===== src/rtl/iq_pkg.sv =====
// Shared types and helpers for the IQ modulator/demodulator LO path.
package iq_pkg;

    localparam int DATA_W_DEFAULT = 5;

    localparam logic signed [1:0] LO_POS  = 2'sb01;
    localparam logic signed [1:0] LO_ZERO = 2'sb00;
    localparam logic signed [1:0] LO_NEG  = 2'sb11;

    typedef enum logic [1:0] {
        PH_0   = 2'd0,
        PH_90  = 2'd1,
        PH_180 = 2'd2,
        PH_270 = 2'd3
    } lo_phase_t;

    function automatic logic signed [1:0] lo_cos(input lo_phase_t p);
        case (p)
            PH_0:    return LO_POS;
            PH_180:  return LO_NEG;
            default: return LO_ZERO;
        endcase
    endfunction

    function automatic logic signed [1:0] lo_sin(input lo_phase_t p);
        case (p)
            PH_90:   return LO_POS;
            PH_270:  return LO_NEG;
            default: return LO_ZERO;
        endcase
    endfunction

endpackage


===== src/rtl/lo_phase_gen.sv =====
// Four-phase fs/4 quadrature LO. The phase presented on "phase"/cos/sin is
// the one to apply to a sample accepted this cycle: a sync request forces
// PH_0 immediately so the synced sample itself is rotated with PH_0.
//
// state  | meaning
// PH_0   | cos=+1, sin= 0
// PH_90  | cos= 0, sin=+1
// PH_180 | cos=-1, sin= 0
// PH_270 | cos= 0, sin=-1
module lo_phase_gen
    import iq_pkg::*;
#(
    parameter bit PHASE_DIR = 1'b0
) (
    input  logic              clk,
    input  logic              resetn,
    input  logic              advance,
    input  logic              sync,
    output lo_phase_t         phase,
    output logic signed [1:0] cos_val,
    output logic signed [1:0] sin_val
);

    lo_phase_t state;

    function automatic lo_phase_t step(input lo_phase_t p);
        if (PHASE_DIR)
            return lo_phase_t'(p - 2'd1);
        else
            return lo_phase_t'(p + 2'd1);
    endfunction

    // Effective phase for this cycle, with sync overriding the stored state.
    always_comb begin
        phase   = sync ? PH_0 : state;
        cos_val = lo_cos(phase);
        sin_val = lo_sin(phase);
    end

    // Phase register: step past the phase just used, or park at PH_0 on a bare sync.
    always_ff @(posedge clk or negedge resetn) begin
        if (!resetn)
            state <= PH_0;
        else if (advance)
            state <= step(phase);
        else if (sync)
            state <= PH_0;
    end

endmodule


===== src/rtl/iq_modulation.sv =====
// fs/4 IQ up-rotator: baseband I/Q -> IF I/Q with a one-register output stage.
// Optional build macro MOD_SAT_EN: when defined, negating the most-negative
// sample saturates to the most-positive value instead of wrapping.
module iq_modulation
    import iq_pkg::*;
#(
    parameter int DATA_W    = DATA_W_DEFAULT,
    parameter bit PHASE_DIR = 1'b0
) (
    input  logic                     clk,
    input  logic                     resetn,
    input  logic                     bb_rdy,
    input  logic signed [DATA_W-1:0] I_BB,
    input  logic signed [DATA_W-1:0] Q_BB,
    input  logic                     lo_sync,
    output logic signed [DATA_W-1:0] I_IF,
    output logic signed [DATA_W-1:0] Q_IF,
    output logic signed [1:0]        cosine_out,
    output logic signed [1:0]        sine_out,
    output logic                     mod_rdy
);

    lo_phase_t               phase;
    logic signed [1:0]       lo_c;
    logic signed [1:0]       lo_s;
    logic signed [DATA_W-1:0] i_nxt;
    logic signed [DATA_W-1:0] q_nxt;

    lo_phase_gen #(.PHASE_DIR(PHASE_DIR)) u_lo (
        .clk     (clk),
        .resetn  (resetn),
        .advance (bb_rdy),
        .sync    (lo_sync),
        .phase   (phase),
        .cos_val (lo_c),
        .sin_val (lo_s)
    );

`ifdef MOD_SAT_EN
    localparam logic signed [DATA_W-1:0] S_MIN = {1'b1, {(DATA_W-1){1'b0}}};
    localparam logic signed [DATA_W-1:0] S_MAX = {1'b0, {(DATA_W-1){1'b1}}};

    function automatic logic signed [DATA_W-1:0] neg(input logic signed [DATA_W-1:0] x);
        if (x == S_MIN)
            return S_MAX;
        return -x;
    endfunction
`else
    function automatic logic signed [DATA_W-1:0] neg(input logic signed [DATA_W-1:0] x);
        return -x;
    endfunction
`endif

    // LO values are only 0/+-1, so the rotation reduces to swap/negate per phase.
    always_comb begin
        i_nxt = I_BB;
        q_nxt = Q_BB;
        case (phase)
            PH_0: begin
                i_nxt = I_BB;
                q_nxt = Q_BB;
            end
            PH_90: begin
                i_nxt = Q_BB;
                q_nxt = neg(I_BB);
            end
            PH_180: begin
                i_nxt = neg(I_BB);
                q_nxt = neg(Q_BB);
            end
            PH_270: begin
                i_nxt = neg(Q_BB);
                q_nxt = I_BB;
            end
            default: begin
                i_nxt = I_BB;
                q_nxt = Q_BB;
            end
        endcase
    end

    // Output stage: data and LO tag update together on accepted samples, hold otherwise.
    always_ff @(posedge clk or negedge resetn) begin
        if (!resetn) begin
            I_IF       <= '0;
            Q_IF       <= '0;
            cosine_out <= LO_POS;
            sine_out   <= LO_ZERO;
            mod_rdy    <= 1'b0;
        end else begin
            mod_rdy <= bb_rdy;
            if (bb_rdy) begin
                I_IF       <= i_nxt;
                Q_IF       <= q_nxt;
                cosine_out <= lo_c;
                sine_out   <= lo_s;
            end
        end
    end

endmodule


===== config.mk =====
export PLATFORM = sky130hd
export DESIGN_NAME = iq_modulation
export DESIGN_NICKNAME = d
export VERILOG_FILES = /design/src/rtl/iq_pkg.sv /design/src/rtl/lo_phase_gen.sv /design/src/rtl/iq_modulation.sv
export SDC_FILE = /design/constraint.sdc
export NUM_CORES = 1
export LEC_CHECK = 0
export BUFFER_PORTS_ARGS = -buffer_cell sky130_fd_sc_hd__buf_2
export CAP_MARGIN = 20
export CORE_MARGIN = 5
export CORE_UTILIZATION = 55
export DETAILED_ROUTE_END_ITERATION = 10
export PLACE_DENSITY = 0.91
export SLEW_MARGIN = 20
export SYNTH_ARGS = -nofsm -noshare
export SYNTH_HDL_FRONTEND = slang
export SYNTH_SLANG_ARGS = --single-unit

===== constraint.sdc =====
create_clock -name clk -period 4.1 [get_ports clk]
set_clock_uncertainty 0.1 [all_clocks]
set_input_delay 0.615 -clock clk [delete_from_list [all_inputs] [get_ports clk]]
set_output_delay 0.615 -clock clk [all_outputs]
set_load 0.02 [all_outputs]

==> results of run 1 <==
## sequential cells by signal, summed over array words and instances, names as in the netlist
name and count:
mod_rdy 1, u_lo.state 2, cosine_out 2, Q_IF 5
I_IF 5, sine_out 2
## worst paths after layout
kind                       slack, ps     startpoint       endpoint
max in group asynchronous       3460         resetn  cosine_out[0]
min in group clk                 410  cosine_out[0]  cosine_out[0]
setup reg to reg                2010  u_lo.state[0]        Q_IF[1]
hold reg to reg                  410  cosine_out[0]  cosine_out[0]
setup / recovery                2000        lo_sync        Q_IF[1]
hold / removal                   120         resetn        mod_rdy
## per-layer routing
layer	GRT usage [%]	vias to the layer above
li1	-	475
met1	24.6	453
met2	29.7	30
met3	3.54	5
met4	9.54	0
met5	0	-
## cell type report
type | count | area [µm²]
inverter | 8 | 30.0
clock buffer | 4 | 26.3
multi-input combinational | 87 | 593
fill | 168 | 664
tap | 27 | 33.8
sequential | 17 | 427
timing repair buffer | 29 | 148
## report_power, final
part,internal [µW],switching [µW]
Combinational,55.8,92.6
Clock,37.9,50.7
Sequential,192,13.5
## logic make-up after synthesis
group / Yosys count
compound gates: 37
flops: 17
mux: 4
buf+inv: 15
simple gates: 37
xor+xnor: 4
fa+ha+maj: 5
## through the flow
step	utilization [%]	setup slack (ps)	instance area [µm²]
floorplan	-	1870	1090
global placement	64.1	1790	1230
detailed placement	64.1	1720	1230
CTS	65.4	2030	1260
global route	65.4	1850	1260
finish	65.4	2000	1260
## layout by cell type, fill, tap and decap left out, drive strengths merged, types with 2 or more instances in the layout
master	synthesis	routed
mux2	3	3
inv	8	8
a21oi	10	10
dfrtp	16	16
nor3	4	4
nor3b	3	3
o211ai	3	3
a22oi	2	2
o21ai	7	7
nand2b	5	5
clkbuf	0	4
a221oi	4	4
nor2	12	12
ha	5	5
and2	3	3
xnor2	3	3
buf	7	29
nand2	7	7
o22ai	3	3
## synth_stat cells
cell	n
mux2i_1	1
o211ai_1	3
o21bai_1	1
o21ai_0	7
xor2_1	1
xnor2_1	3
nand3_1	1
a222oi_1	1
dfrtp_1	16
a22oi_1	2
ha_1	5
nand2b_1	5
nor2_1	12
a211oi_1	1
buf_6	1
a221o_1	1
nor2b_1	1
and2_1	3
o221ai_1	1
buf_2	5
a21oi_1	10
nand2_1	7
dfstp_2	1
nor3_2	1
and3_1	1
mux2_2	3
o21ba_1	1
a21o_1	1
a221oi_1	3
buf_4	1
a221oi_2	1
a31oi_1	1
nor3_1	3
inv_1	8
o22ai_1	3
nor3b_2	3
==> run summary, run 1 <==
Syn Area/Cell = 9.19 µm²
clk_lat worst skew = 290 ps
cells on worst reg2reg path = 7
ant diodes = 0
WL/cell = 14.5 µm
MaxCap Viol Count = 0
CP delay by family, top = compound AO/OA/AOI/OAI gates
fin cells = 172
gr ovfl total = 0
Rel. slew slack = 62.9%
layout cells sized above 1 = 28.3%
Worst Path Buf+Inv = 3
post-route DRC violation count = 0
Synth Instances = 119
Synth Area in Compound Gates = 22.9%
I/O pins = 29
core area = 0.00192 mm²
Final Hold Viols = 0
leakage = 0.000599 µW
cts repair resizes = 0
# clock sinks = 17
RD Place Congestion = 0.925
fmax = 0.476 GHz
Synth Area in Simple Gates = 18.4%
vias in the first global route = 920
fin nets = 165
Synth Register Bits = 17
Die Height = 54.6 µm
status = complete, no violations
met3 wire len = 161 µm
crit-path max FO = 13
max-slew violations = 0
initial core utilization = 56.9%
Crit path arrival time = 2190 ps
CP max stage delay = 390 ps
Netlist cell types = 36
Worst Setup End Kind = flip-flop
M1 WL = 1.15 mm
post-synthesis adder-cell area fraction = 5.72%
DRT iter0 DRCs = 26
Clock Tree Buf Depth = 2
post-synthesis to final-layout area growth = 15.0%
critical path class = primary input to flip-flop
worst-path cell chain = buf_2, nor2b_1, buf_4, inv_1, ha_1, a222oi_1, o21ai_0, mux2_2
worst slew pin tran = 555 ps
GR Util All Layers = 18.9%
CP Launch Type = primary input
Worst VDD drop = 245 µV
antenna violations before repair = 0
First-pass DRT Iterations = 4
final WL = 2.50 mm
cts-stage hold buffer count = 0
CTS tree = done
DR vias = 963
sequential-to-total area share from yosys stat = 39.0%
final period utilization = 51.3%
# Post-CTS Setup Buffers = 0
Hold WS = 123 ps
Tmin final = 2100 ps
die area = 0.00298 mm²
Die Width = 54.6 µm
detailed-route vias per instance = 5.60
first-pass GRT wire length = 3.98 mm
multiplexer share of the synthesized area = 4.00%
top cell type's share of synthesized area = 36.6%
Worst path depth = 8
post-synth top area cell = dfrtp_1
hold crit path type = primary input to async pin
Synth Net Count = 138
Synth Cell Area = 0.00109 mm²
Port Buffer Count = 28
Post-Synth XOR/XNOR Area = 3.20%
root buffer cell = clkbuf_4
row cnt = 16
main combinational cell family by area after synthesis = compound AO/OA/AOI/OAI gates
final setup TNS = 0 ps
Power Density = 352 mW/mm²
total power = 442 µW
RSZ-0062 raised after global routing = no
estimated wirelength of the detail-placed design = 1.89 mm
Critical Path RT = 4190 ps
Syn. warnings = 0
final setup fails = 0
CTS buffer count = 3
antenna viol nets, final = 0
DR WL met2 = 1.14 mm
highest metal used = met4
largest net degree at the start of global routing = 32
CP max stage cell = a222oi_1
synth top area cells = dfrtp_1, ha_1, a21oi_1, nor2_1, nor3b_2
CTS clk-pin slew, worst paths = 90 ps
Post-Place Cells = 168
H-tree depth = 1
(Power assumes the default switching activity.)
==> run 2: changes to the inputs <==
--- a/config.mk
+++ b/config.mk
@@ -8,9 +8,9 @@
 export BUFFER_PORTS_ARGS = -buffer_cell sky130_fd_sc_hd__buf_2
 export CAP_MARGIN = 20
 export CORE_MARGIN = 5
-export CORE_UTILIZATION = 55
+export CORE_UTILIZATION = 46
 export DETAILED_ROUTE_END_ITERATION = 10
-export PLACE_DENSITY = 0.91
+export PLACE_DENSITY = 0.82
 export SLEW_MARGIN = 20
 export SYNTH_ARGS = -nofsm -noshare
 export SYNTH_HDL_FRONTEND = slang
==> constraint.sdc (replaced) <==
create_clock -name clk -period 1.7 [get_ports clk]
set_clock_uncertainty 0.1 [all_clocks]
set_input_delay 0.255 -clock clk [delete_from_list [all_inputs] [get_ports clk]]
set_output_delay 0.255 -clock clk [all_outputs]
set_load 0.02 [all_outputs]
==> run 2 against run 1 <==
The run now ends with negative setup slack left. Combinational power increased to 3.0 times the previous value. Critical path depth fell by 1. Total power grew to 2.7 times the previous value. Largest cell class unchanged. Critical path type is now flip-flop to flip-flop. Die area rose by 16%. Sequential power up 140%. Via count is 11% higher. Highest routed layer unchanged.
==> run summary, run 2 (synthesis results as in run 1) <==
status = complete, but fails checks
failing checks = negative setup slack
final period utilization = 103%
worst-path cell chain = nor2b_4, buf_6, ha_4, a21o_1, a221o_1, a22oi_1, a21oi_1
# clock sinks = 17
Power Density = 813 mW/mm²
DP Worst Slack = -143 ps
MaxCap Viol Count = 0
Port Buffer Count = 28
first-pass GRT wire length = 4.78 mm
CTS buffer count = 3
hold crit path type = primary input to flip-flop
leakage = 0.000692 µW
core area = 0.00223 mm²
Crit path arrival time = 1840 ps
post-route DRC violation count = 0
detailed-route vias per instance = 5.68
CP max stage delay = 410 ps
antenna viol nets, final = 0
root buffer cell = clkbuf_4
Post-Place Cells = 181
critical path class = flip-flop to flip-flop
H-tree depth = 1
Hold Crit Start = bb_rdy
estimated wirelength of the detail-placed design = 2.18 mm
Final Hold Viols = 0
final setup fails = 2
WL/cell = 15.1 µm
antenna violations before repair = 0
Hold WS = 126 ps
fin cells = 188
crit-path max FO = 5
CTS clk-pin slew, worst paths = 110 ps
RSZ-0062 raised after global routing = yes
most common cell after layout, fill and taps aside = buf_2
row cnt = 17
Tmin final = 1750 ps
Die Height = 58.8 µm
post-synthesis to final-layout area growth = 31.8%
storage element area = 427 µm²
multi-input logic area = 653 µm²
max-slew violations = 0
GR Util All Layers = 17.9%
Critical Path RT = 1780 ps
fin worst setup slack = -54.0 ps
die area = 0.00345 mm²
DR vias = 1068
largest net degree at the start of global routing = 18
First-pass DRT Iterations = 4
ant diodes = 0
Regs by FF count = I_IF: 5 flops, Q_IF: 5 flops
Fillers = 193
Rel. slew slack = 73.9%
Worst Setup End Kind = flip-flop
Worst VDD drop = 468 µV
initial core utilization = 49.0%
final WL = 2.85 mm
fmax = 0.570 GHz
clk_lat worst skew = 300 ps
fin nets = 180
CP Launch Type = flip-flop
crit path from = u_lo.state[0]
I/O pins = 29
layout cells sized above 1 = 40.0%
CTS tree = done
gr ovfl total = 0
Clock Tree Buf Depth = 2
Worst R2R Start = u_lo.state[0]
most frequent cells in the layout = buf_2, dfrtp_1, buf_4
vias in the first global route = 1065
worst slew pin tran = 392 ps
DRT iter0 DRCs = 33
RD Place Congestion = 0.903
Util after Layout = 64.5%
Die Width = 58.8 µm
total power = 1170 µW
CP max stage cell = dfrtp_1
-- run 2: cell count changes in the layout (fill, tap and decap cells not counted), moves of 2 or more --
cell	delta
o21ai_0	-2
ha_1	-2
ha_4	+2
o21ai_1	+2
buf_4	+13
inv_1	-2
-- run 2: cell type report --
| class | instances | share of cell area, % |
|---|---|---|
| clock inverters | 1 | 0.347 |
| well taps | 28 | 2.43 |
| clock buffers | 3 | 1.56 |
| multi-input cells | 87 | 45.3 |
| flip-flops and latches | 17 | 29.6 |
| inverters | 8 | 2.26 |
| repair buffers | 44 | 18.5 |
-- run 2: per-stage QoR --
step | cell area (µm²) | setup TNS (ps)
3_5_place_dp | 1360 | -331
5_1_grt | 1440 | -313
3_3_place_gp | 1360 | -205
4_1_cts | 1420 | -99.1
2_1_floorplan | 1140 | -264
6_report | 1440 | -68.3
-- run 2: path summary, 6_finish.rpt --
| check | end | slack [ps] | depth (start not counted) |
|---|---|---|---|
| min | mod_rdy | 130 | 1 |
| max | Q_IF[2] | -50 | 7 |
| max reg2reg | Q_IF[2] | -50 | 7 |
| max in group asynchronous | cosine_out[0] | 900 | 2 |
| min in group asynchronous | u_lo.state[1] | 290 | 2 |
| min reg2reg | cosine_out[0] | 400 | 2 |
-- run 2: power breakdown --
group	internal [µW]	total, µW	leakage, µW	switching, µW
registers	462	493	0.000203	30.5
logic	194	450	0.000471	256
clock network	87.8	230	0.0000177	142
total	744	1170	0.000692	428
-- run 2: worst max-delay path, delay by kind of cell (launching register included) --
| kind | cells | cell delay (ps) |
|---|---|---|
| AO/OA/AOI/OAI | 4 | 710 |
| flip-flops | 1 | 410 |
| AND/OR/NAND/NOR | 1 | 150 |
| buffers and inverters | 1 | 120 |
| adder cells (fa/ha/maj) | 1 | 160 |
-- run 2: timing repair --
action	CTS	global route
pin swaps	6	2
endpoints found under the setup margin	4	4
hold buffers	1	0
gates resized for setup	4	3
setup buffers	2	1
hold endpoints to repair	16	0
-- run 2: layer usage --
| metal | wire length [µm] | vias up | track usage [%] |
|---|---|---|---|
| met4 | 70 | 0 | 9.06 |
| met1 | 1160 | 502 | 21.8 |
| met2 | 1410 | 48 | 30.1 |
| met3 | 205 | 9 | 3.29 |
| li1 | - | 509 | - |
| met5 | 0 | - | 0 |
==> run 3: changes to the inputs <==
--- a/config.mk
+++ b/config.mk
@@ -8,9 +8,9 @@
 export BUFFER_PORTS_ARGS = -buffer_cell sky130_fd_sc_hd__buf_2
 export CAP_MARGIN = 20
 export CORE_MARGIN = 5
-export CORE_UTILIZATION = 46
+export CORE_UTILIZATION = 55
 export DETAILED_ROUTE_END_ITERATION = 10
-export PLACE_DENSITY = 0.82
+export PLACE_DENSITY = 0.84
 export SLEW_MARGIN = 20
 export SYNTH_ARGS = -nofsm -noshare
 export SYNTH_HDL_FRONTEND = slang
==> constraint.sdc (replaced) <==
create_clock -name clk -period 2.2 [get_ports clk]
set_clock_uncertainty 0.1 [all_clocks]
set_input_delay 0.33 -clock clk [delete_from_list [all_inputs] [get_ports clk]]
set_output_delay 0.33 -clock clk [all_outputs]
set_load 0.02 [all_outputs]
==> run 3 against run 2 <==
The flow now finishes without violations. Maximum frequency decreased by 14%. Count of clock-buffer cells in the layout increased by 1. Critical path depth decreased by 1. Combinational power decreased by 38%. Design area decreased by 11%. Global-route usage increased by 1.7 points. Clock power decreased by 27%. First-iteration DRC count decreased by 21%. Sequential cell count unchanged. Worst setup slack improved by 230 ps.
==> run summary, run 3 (synthesis results as in run 1) <==
most frequent cells in the layout = buf_2, dfrtp_1, nor2_1
layout cells sized above 1 = 29.1%
cts repair resizes = 0
core area = 0.00192 mm²
row cnt = 16
Tmin final = 2030 ps
# clock sinks = 17
CTS clk-pin slew, worst paths = 100 ps
Fillers = 186
Post-Place Cells = 170
multi-input logic area = 593 µm²
die area = 0.00298 mm²
Crit path arrival time = 2110 ps
fmax = 0.493 GHz
largest net degree at the start of global routing = 18
Regs by FF count = I_IF: 5 flops, Q_IF: 5 flops
final setup TNS = 0 ps
Worst VDD drop = 416 µV
ant diodes = 0
fin cells = 175
MaxCap Viol Count = 0
CP Launch Type = flip-flop
post-synthesis to final-layout area growth = 17.3%
Rel. slew slack = 63.9%
I/O pins = 29
storage element area = 427 µm²
H-tree depth = 1
leakage = 0.000613 µW
Worst R2R Start = u_lo.state[0]
worst slew pin tran = 540 ps
most common cell after layout, fill and taps aside = buf_2
final period utilization = 92.2%
antenna violations before repair = 0
setup slack, reg-to-reg = 170 ps
gr ovfl total = 0
critical path class = flip-flop to flip-flop
CTS tree = done
detailed-route vias per instance = 5.82
hold crit path type = primary input to flip-flop
CTS buffer count = 3
final setup fails = 0
cells on worst reg2reg path = 6
WL/cell = 14.8 µm
DRT iter0 DRCs = 26
# Post-CTS Setup Buffers = 0
Final Hold Viols = 0
CP endpoint = Q_IF[1]
Critical Path RT = 2280 ps
clk_lat worst skew = 290 ps
post-route DRC violation count = 0
Port Buffer Count = 28
crit-path max FO = 6
Die Width = 54.6 µm
max-slew violations = 0
first-pass GRT wire length = 4.22 mm
Die Height = 54.6 µm
status = complete, no violations
r2r endpoint = Q_IF[1]
estimated wirelength of the detail-placed design = 1.96 mm
RD Place Congestion = 0.893
Worst Setup End Kind = flip-flop
RSZ-0062 raised after global routing = no
hold path cells = 1
root buffer cell = clkbuf_4
crit path from = u_lo.state[0]
final WL = 2.59 mm
DR vias = 1018
GR Util All Layers = 19.7%
fin nets = 168
vias in the first global route = 991
initial core utilization = 56.9%
Power Density = 648 mW/mm²
antenna viol nets, final = 0
First-pass DRT Iterations = 6
Clock Tree Buf Depth = 2
run 3: changes by cell type in the layout (fill, tap and decap cells not counted), sizes merged:
cell / previous run / this run
clkbuf: 3 / 4
buf: 43 / 31
clkinv: 1 / 0
run 3: power breakdown:
part           total (µW)  leakage [µW]  switching (µW)  internal, µW
clock                 168     0.0000150            97.1          70.6
combinational         280      0.000395             173           108
sequential            383      0.000203            25.5           357
total                 831      0.000613             295           535
run 3: worst min-delay path by stage:
stage / startpoint / slack, ps / endpoint
2_1_floorplan: resetn / -70 / I_IF[0]
3_3_place_gp: resetn / 170 / I_IF[4]
3_5_place_dp: resetn / 180 / I_IF[4]
4_1_cts: bb_rdy / 190 / mod_rdy
5_1_grt: bb_rdy / 220 / mod_rdy
6_report: bb_rdy / 210 / mod_rdy
run 3: layout make-up:
class / count / share of cell area, %
multi-input combinational: 87 / 46.2
tap: 27 / 2.63
timing repair buffer: 32 / 13.5
inverter: 8 / 2.34
clock buffer: 4 / 2.05
sequential: 17 / 33.3
run 3: per-layer routing:
metal  routed length [µm]  vias to the layer above  share of wire (%)  global-route usage (%)
li1                     -                      480                  -                       -
met3                  187                       12                7.2                    3.81
met5                    0                        -                  0                       0
met1                 1090                      468                 42                    23.4
met4                   69                        0                2.7                    10.8
met2                 1240                       58                 48                    32.9
run 3: through the flow:
step	instance area [µm²]	power, µW	hold WS (ps)	utilization (%)	setup slack (ps)
global route	1280	885	216	66.7	57.6
global placement	1250	658	174	64.8	236
CTS	1280	842	194	66.7	197
finish	1280	831	211	66.7	172
detailed placement	1250	667	178	64.8	194
floorplan	1090	573	-65.6	-	203
run 3: repair_timing:
action	CTS	global route
endpoints found under the hold margin	16	0
hold buffers	1	0
setup endpoints to repair	0	0
run 3: worst max-delay path: stages (launching register included):
cell      delay [ps]
dfrtp_1          400
nor2b_1          330
inv_1             80
ha_1             270
a222oi_1         330
o21ai_0          130
mux2_2           290
